File: src/rtl/alu_seq.sv
`default_nettype none
// ============================================================================
// Module   : alu_seq
// Brief    : WIDTH-bit sequential ALU with valid/ready handshake, iterative
//            shifts (1 bit/cycle), shift-add multiplier and registered ZCNV.
// Revision : 1.0 - initial release
// ============================================================================
module alu_seq #(
    parameter int WIDTH = 8,
    parameter int SHW   = $clog2(WIDTH)
) (
    input  logic             clk,
    input  logic             reset,
    input  logic             in_valid,
    output logic             in_ready,
    input  logic [3:0]       op,
    input  logic [WIDTH-1:0] a,
    input  logic [WIDTH-1:0] b,
    output logic             out_valid,
    input  logic             out_ready,
    output logic [WIDTH-1:0] g,
    output logic [3:0]       zcnv,
    output logic             err,
    output logic             busy
);

    localparam int MSB = WIDTH - 1;

    localparam logic [3:0] OP_ADD = 4'd0;
    localparam logic [3:0] OP_SUB = 4'd1;
    localparam logic [3:0] OP_AND = 4'd2;
    localparam logic [3:0] OP_OR  = 4'd3;
    localparam logic [3:0] OP_XOR = 4'd4;
    localparam logic [3:0] OP_NOR = 4'd5;
    localparam logic [3:0] OP_SLL = 4'd6;
    localparam logic [3:0] OP_SRL = 4'd7;
    localparam logic [3:0] OP_SRA = 4'd8;
    localparam logic [3:0] OP_MUL = 4'd9;

    localparam logic [SHW:0] CNT_MUL = (SHW+1)'(WIDTH);
    localparam logic [SHW:0] CNT_ONE = (SHW+1)'(1);

    typedef enum logic [1:0] {
        S_IDLE = 2'd0,
        S_EXEC = 2'd1,
        S_DONE = 2'd2
    } state_t;

    state_t               state;
    logic [3:0]           op_q;
    logic [WIDTH-1:0]     mcand;
    logic [WIDTH-1:0]     shreg;
    logic [2*WIDTH-1:0]   prod;
    logic [SHW:0]         cnt;

    logic [WIDTH:0]       sum_add;
    logic [WIDTH:0]       sum_sub;
    logic [WIDTH-1:0]     sc_g;
    logic                 sc_c;
    logic                 sc_v;
    logic                 sc_err;
    logic [SHW-1:0]       shamt;
    logic                 is_iter;

    logic [WIDTH:0]       mul_sum;
    logic [2*WIDTH-1:0]   prod_nxt;
    logic [WIDTH-1:0]     sh_nxt;
    logic                 sh_c;

    function automatic logic [3:0] flags(input logic [WIDTH-1:0] r,
                                         input logic c, input logic v);
        return {(r == '0), c, r[MSB], v};
    endfunction

    // Ops that finish at the acceptance edge; shifts only land here with s = 0
    always_comb begin
        sum_add = {1'b0, a} + {1'b0, b};
        sum_sub = {1'b0, a} + {1'b0, ~b} + {{WIDTH{1'b0}}, 1'b1};
        shamt   = b[SHW-1:0];
        is_iter = (op == OP_MUL) ||
                  (((op == OP_SLL) || (op == OP_SRL) || (op == OP_SRA)) && (shamt != '0));
        sc_g    = '0;
        sc_c    = 1'b0;
        sc_v    = 1'b0;
        sc_err  = 1'b0;
        case (op)
            OP_ADD: begin
                sc_g = sum_add[MSB:0];
                sc_c = sum_add[WIDTH];
                sc_v = (a[MSB] == b[MSB]) && (sum_add[MSB] != a[MSB]);
            end
            OP_SUB: begin
                sc_g = sum_sub[MSB:0];
                sc_c = sum_sub[WIDTH];
                sc_v = (a[MSB] != b[MSB]) && (sum_sub[MSB] != a[MSB]);
            end
            OP_AND:                 sc_g = a & b;
            OP_OR:                  sc_g = a | b;
            OP_XOR:                 sc_g = a ^ b;
            OP_NOR:                 sc_g = ~(a | b);
            OP_SLL, OP_SRL, OP_SRA: sc_g = a;
            OP_MUL:                 sc_g = '0;
            default:                sc_err = 1'b1;
        endcase
    end

    // One iteration step: shift-add on the product, or a 1-bit shift
    always_comb begin
        mul_sum  = {1'b0, prod[2*WIDTH-1:WIDTH]} +
                   (prod[0] ? {1'b0, mcand} : {(WIDTH+1){1'b0}});
        prod_nxt = {mul_sum, prod[WIDTH-1:1]};
        sh_nxt   = shreg;
        sh_c     = 1'b0;
        case (op_q)
            OP_SLL: begin
                sh_nxt = {shreg[MSB-1:0], 1'b0};
                sh_c   = shreg[MSB];
            end
            OP_SRL: begin
                sh_nxt = {1'b0, shreg[MSB:1]};
                sh_c   = shreg[0];
            end
            OP_SRA: begin
                sh_nxt = {shreg[MSB], shreg[MSB:1]};
                sh_c   = shreg[0];
            end
            default: begin
                sh_nxt = shreg;
                sh_c   = 1'b0;
            end
        endcase
    end

    always_ff @(posedge clk) begin
        if (reset) begin
            state     <= S_IDLE;
            g         <= '0;
            zcnv      <= '0;
            err       <= 1'b0;
            out_valid <= 1'b0;
            busy      <= 1'b0;
            in_ready  <= 1'b1;
            op_q      <= '0;
            mcand     <= '0;
            shreg     <= '0;
            prod      <= '0;
            cnt       <= '0;
        end else begin
            case (state)
                S_IDLE: begin
                    if (in_valid) begin
                        op_q     <= op;
                        mcand    <= a;
                        shreg    <= a;
                        prod     <= {{WIDTH{1'b0}}, b};
                        in_ready <= 1'b0;
                        busy     <= 1'b1;
                        if (is_iter) begin
                            state <= S_EXEC;
                            cnt   <= (op == OP_MUL) ? CNT_MUL : {1'b0, shamt};
                        end else begin
                            state     <= S_DONE;
                            out_valid <= 1'b1;
                            g         <= sc_g;
                            zcnv      <= sc_err ? 4'b0000 : flags(sc_g, sc_c, sc_v);
                            err       <= sc_err;
                        end
                    end
                end
                S_EXEC: begin
                    cnt <= cnt - CNT_ONE;
                    if (op_q == OP_MUL) begin
                        prod <= prod_nxt;
                    end else begin
                        shreg <= sh_nxt;
                    end
                    if (cnt == CNT_ONE) begin
                        state     <= S_DONE;
                        out_valid <= 1'b1;
                        err       <= 1'b0;
                        if (op_q == OP_MUL) begin
                            g    <= prod_nxt[MSB:0];
                            zcnv <= flags(prod_nxt[MSB:0], |prod_nxt[2*WIDTH-1:WIDTH], 1'b0);
                        end else begin
                            g    <= sh_nxt;
                            zcnv <= flags(sh_nxt, sh_c, 1'b0);
                        end
                    end
                end
                S_DONE: begin
                    if (out_ready) begin
                        state     <= S_IDLE;
                        out_valid <= 1'b0;
                        busy      <= 1'b0;
                        in_ready  <= 1'b1;
                    end
                end
                default: begin
                    state     <= S_IDLE;
                    out_valid <= 1'b0;
                    busy      <= 1'b0;
                    in_ready  <= 1'b1;
                end
            endcase
        end
    end

endmodule
`default_nettype wire

File: config.mk
export PLATFORM = sky130hd
export DESIGN_NAME = alu_seq
export DESIGN_NICKNAME = d
export VERILOG_FILES = /design/src/rtl/alu_seq.sv
export SDC_FILE = /design/constraint.sdc
export NUM_CORES = 1
export LEC_CHECK = 0
export ABC_AREA = 1
export CAP_MARGIN = 20
export CORE_UTILIZATION = 30
export DETAILED_ROUTE_END_ITERATION = 10
export GPL_ROUTABILITY_DRIVEN = 0
export PLACE_DENSITY_LB_ADDON = 0.15
export SETUP_SLACK_MARGIN = 0.2
export SLEW_MARGIN = 20
export SYNTH_ARGS = -nofsm -noshare
export SYNTH_HDL_FRONTEND = slang
export SYNTH_SLANG_ARGS = --single-unit
File: constraint.sdc
create_clock -name clk -period 5 [get_ports clk]
set_clock_uncertainty 0.05 [all_clocks]
set_input_delay 0.5 -clock clk [delete_from_list [all_inputs] [get_ports clk]]
set_output_delay 0.5 -clock clk [all_outputs]
set_load 0.005 [all_outputs]
; Word-level counts from Yosys, hierarchy flattened
; Cells that the tools add are included.
; W data, S select, Z words.
[totals]
in_bits = 24
regBits = 58
[op_classes]
addsub = 5
bitwise = 6
n_eq_ne = 27
mux = 47
reduce_logical = 25
[ops]
columns = op, n
row1 = $mux W8, 7
row2 = $pmux W8 S7, 1
row3 = $mux W16, 2
row4 = $mux W4, 8
row5 = $pmux W16 S2, 1
row6 = $pmux W8 S2, 2
row7 = $add A8 B8 Y9, 3
row8 = $eq A4 B3 Y1 const B, 6
row9 = $logic_not A8 Y1, 3
row10 = $pmux W8 S3, 1
row11 = $eq A4 B4 Y1 const B, 4
row12 = $not A8 Y8, 2
row13 = $pmux W4 S2, 2
row14 = $reduce_and A3 Y1, 5
row15 = $ne A2 B2 Y1 const B, 7
row16 = $mux W1, 11
row17 = $reduce_or A10 Y1, 1
row18 = $add A9 B1 Y9 const B, 1
row19 = $pmux W1 S3, 3
row20 = $and A8 B8 Y8, 1
row21 = $eq A4 B1 Y1 const B, 2
row22 = $eq A4 B2 Y1 const B, 2
row23 = $mux W2, 4
row24 = $or A8 B8 Y8, 1
row25 = other kinds (20), 30

; Logic depth before layout (Yosys ltp)
[depth]
word_depth = 10
ltp_mapped = 17

; Least setup slack after synthesis
; No wires, ideal clock.
[synth_path]
path_kind = input-to-reg
startpoint = input a[0]
endpoint = register zcnv[3]
n_path_buf = 0
slack_ps = 2953
path_stages = 12
setup_ps = 70
t_arrival_ps = 1927
required_time_ps = 4880
cell_sequence = inv_1 ha_1 fa_1 inv_1 nand3_1 nand2_1 nand2_1 nand3_1 nand3_1 nor3_1 nand3_1 a21oi_1
[synth_via]
elab_chain_len = 8
[synth_rtl]
columns = item, line
row1 = start: declaration, 17  ; input logic [WIDTH-1:0] a,
row2 = $add A8 B8 Y9 / $or A8 B8 Y8 (equally long branches), "78, 98, 100"
row3 = $add A9 B1 Y9 / $not A8 Y8 (equally long branches), "78, 100"
row4 = $pmux W8 S7 *, 86  ; case (op)
row5 = $logic_not A8 Y1 *, 72  ; return {(r == '0), c, r[MSB], v};
row6 = $mux W4 *, 165  ; zcnv <= sc_err ? 4'b0000 : flags(sc_g, sc_c, sc_v);
row7 = $mux W4 *, 158  ; if (is_iter) begin
row8 = $mux W4 *, 151  ; if (in_valid) begin
row9 = $pmux W4 S2 *, 149  ; case (state)
row10 = end signal: assignment, 165
row11 = end signal: assignment, 183  ; zcnv <= flags(prod_nxt[MSB:0], |prod_nxt[2*WIDTH-1:WIDTH], 1'b0);
row12 = end signal: assignment, 186  ; zcnv <= flags(sh_nxt, sh_c, 1'b0);
row13 = end: declaration, 22  ; output logic [3:0] zcnv,
; Every way passes the cells marked *; elsewhere a longest branch is shown, timed or not. The select of a mux whose other input is x is not followed.
; A chain may end at the register's enable or synchronous reset.

; Worst setup path after layout
[layout_path]
startpoint = input op[1]
endpoint = register g[1]
[layout_via]
elab_chain_len = 7
[layout_rtl]
columns = item, line
row1 = start: declaration, 16  ; input logic [3:0] op,
row2 = "parallel branches: the longest is 7 deep, another holds $pmux W8 S7", n/a
row3 = end signal: assignment, 164  ; g <= sc_g;
row4 = end signal: assignment, 182  ; g <= prod_nxt[MSB:0];
row5 = end signal: assignment, 185  ; g <= sh_nxt;
row6 = end: declaration, 21  ; output logic [WIDTH-1:0] g,
; Parallel ways; which one is timed is not known. The select of a mux whose other input is x is not followed.

==> results.yml <==
pwr:
  comb_power_share_pct: 36.1
  clock_power_share_pct: 31.1
  p_int_mw: 1.21
  seqPwrFrac_pct: 32.9
  peakVddDrop_uv: 260
  swShare_pct: 38.5
  power.switching_mw: 0.755
  p_per_area_nw_per_um2: 361
  p_leak_nw: 2.59
synth:
  synthesis.nets: 802
  synth.avg_cell_area_um2: 6.22
  synth-simple-area-share_pct: 34.1
  synth-xor-area-share_pct: 0.950
  synth_top_family_by_area: "simple AND/OR/NAND/NOR gates"
  yosysTopAreaCell: "dfxtp_1"
  yosys_warnings: 0
  syn-instance-count: 741
  synth_edf_count: 0
  synthAdderAreaFrac_pct: 10.5
  synth-compound-area-share_pct: 19.3
  ys_seq_area_share_pct: 25.2
  yosys-mux-area-fraction_pct: 0
  synth_ff_type: "dfxtp_1"
  synth.top_cell.area_share_pct: 25.2
  async_flop_share_pct: 0
  synthTopCellsByArea: "dfxtp_1 (25%), nand2_1 (16%), ha_1 (9.2%)"
  netlist_area_um2: 4610
  synth_seq_cells: 58
  synth.distinct_cells: 43
die:
  die_w_um: 126
  die_area_um2: 15900
  die_y_um: 126
  rows: 44
  start_util_pct: 31.3
  io_pins: 40
  coreArea_um2: 14800
sta:
  finalWorstSetupSlack_ns: 2.17
  finalMaxSlewViolations: 0
  setup_tns_ns: 0
  maxSlewHeadroom_pct: 39.3
  setup_viol: 0
  finalHoldViolations: 0
  rsz0062_at_grt: "false"
  max_freq_mhz: 353
  timing.final.crit_share_pct: 56.6
  tightest_slew_ns: 0.910
  min_period_ns: 2.83
clock_network:
  cts_sinks: 58
  cts_root_buffer: "clkbuf_16"
  clk_pin_slew_worst_paths_ns: 0.05
  cts_tree: "built"
  cts.repair.resized: 0
  clk_path_buf_depth: 2
  postCtsSetupRepairBufs: 0
  clk-insertion-delay-late_ns: 0.33
  htreeDepth: 3
  cts_hold_buf: 0
  numCtsBuffers: 9
global_routing:
  grt_busiest_layer: "met2"
  grt.met2_usage_pct: 32.9
  grt_pass1_vias: 4752
  grt_max_degree: 32
  grt_pass1_wl_mm: 25.5
  grt_overflow_total: 0
  grt_util_met3_pct: 3.14
  track_usage_pct: 20.8
  use_met1_pct: 28.2
  antenna_found_initial: 0
setup_path:
  r2r_cells: 9
  crit_path_max_fanout: 20
  crit_path_start_kind: "primary input"
  critPathArrivalTime_ns: 3.00
  worstSetupPathType: "primary input to flip-flop"
  end_kind: "flip-flop"
  cp.required_ns: 5.17
placement:
  hpwl_mm: 12.3
  post_dp_cell_area_um2: 5150
  dp.cells: 945
  dp_slack_ns: 1.82
  numPortBuffers: 39
finish:
  n_antenna_cell: 0
  layout_common_cells: "nand2_1 (198), inv_1 (83), nand3_1 (69)"
  final_area_um2: 5440
  final_cells: 960
  final_common_cell: "nand2_1"
  areaGrowthSynthToFinish_pct: 18.0
  fillers: 1644
  multi_input_area_um2: 2990
  drive_above_1_share_pct: 5.67
  regArea_um2: 1160
  fin_nets: 833
routing:
  vias: 5035
  firstDrtPassIters: 5
  drc: 0
  wl_per_cell_um: 16.8
  ant_nets: 0
  detail_route.vias_per_cell: 5.24
  wirelength_mm: 16.1
  first_iter_violations: 374
outcome:
  status: "completed"
worst_hold_path:
  min_path_type: "flip-flop to flip-flop"
  min_path_cells: 2
run:
  max_cap_viol_count: 0
==> through the flow <==
stage | util, % | hold WS [ns] | power [mW]
floorplan | - | 0.394 | 1.09
global placement | 34.9 | 0.403 | 1.36
detailed placement | 34.9 | 0.403 | 1.35
CTS | 36.9 | 0.412 | 1.97
global route | 36.9 | 0.434 | 2.09
finish | 36.9 | 0.412 | 1.96
==> sequential cells by signal, indices dropped and copies added (netlist names) <==
| name | flops |
|---|---|
| op_q | 4 |
| mcand | 8 |
| zcnv | 4 |
| err | 1 |
| state | 2 |
| g | 8 |
| cnt | 4 |
| prod | 16 |
| in_ready | 1 |
| busy | 1 |
| out_valid | 1 |
| shreg | 8 |
==> critical path, stage by stage <==
cell and delay, ns:
clkdlybuf4s50_1 0.60, nor2_1 0.15, nand2_1 0.13, nand2_4 0.12, a21oi_4 0.21, o21ai_2 0.10
nor2_2 0.70, o21ai_1 0.14, a31oi_1 0.25, nor2_1 0.07
==> synth_stat cells, types with 2 or more instances <==
master / n
a21o_1: 2
a21oi_1: 57
a31oi_1: 16
buf_2: 8
clkbuf_1: 12
dfxtp_1: 58
fa_1: 3
ha_1: 34
inv_1: 83
inv_2: 7
nand2_1: 198
nand2_2: 2
nand3_1: 69
nand3_2: 2
nand3b_1: 2
nand4_1: 9
nor2_1: 67
nor2_2: 4
nor2_4: 2
nor3_1: 9
o211ai_1: 5
o21ai_0: 57
o21ai_1: 4
o221a_2: 3
o22ai_1: 5
or2_2: 3
xor2_1: 4
==> kinds of logic after synthesis <==
group                      Yosys count
AOI/OAI and AO/OA                  158
xor gates and xnor gates             5
adders and majority gates           37
buffers and inverters              114
DFF                                 58
and+or+nand+nor                    369
==> power by group through the flow <==
stage / registers, mW / logic (mW) / clock network, mW
after floorplan: 0.626 / 0.463 / 0
after global placement: 0.654 / 0.705 / 0
after detailed placement: 0.652 / 0.701 / 0
after CTS: 0.646 / 0.704 / 0.618
after global routing: 0.662 / 0.788 / 0.641
final: 0.646 / 0.709 / 0.610
==> cell type report <==
| type | instances | share of cell area, % |
|---|---|---|
| multi-input combinational | 569 | 55.0 |
| tap | 184 | 4.23 |
| timing repair buffer | 43 | 7.73 |
| inverter | 91 | 6.37 |
| clock buffer | 12 | 4.53 |
| clock inverter | 3 | 0.736 |
| sequential | 58 | 21.3 |
==> final timing paths <==
path,startpoint,end,slack (ns)
worst max-delay path,op[1],g[1],2.17
worst min-delay path,err,err,0.41
worst min register to register,err,err,0.41
worst max register to register,op_q[3],prod[15],2.51
==> layer usage <==
layer | share of wire, % | up-vias
li1 | - | 2513
met1 | 46 | 2340
met2 | 46 | 156
met3 | 4.9 | 26
met4 | 2.4 | 0
met5 | 0 | -
Power figures use the tool's default switching activity.
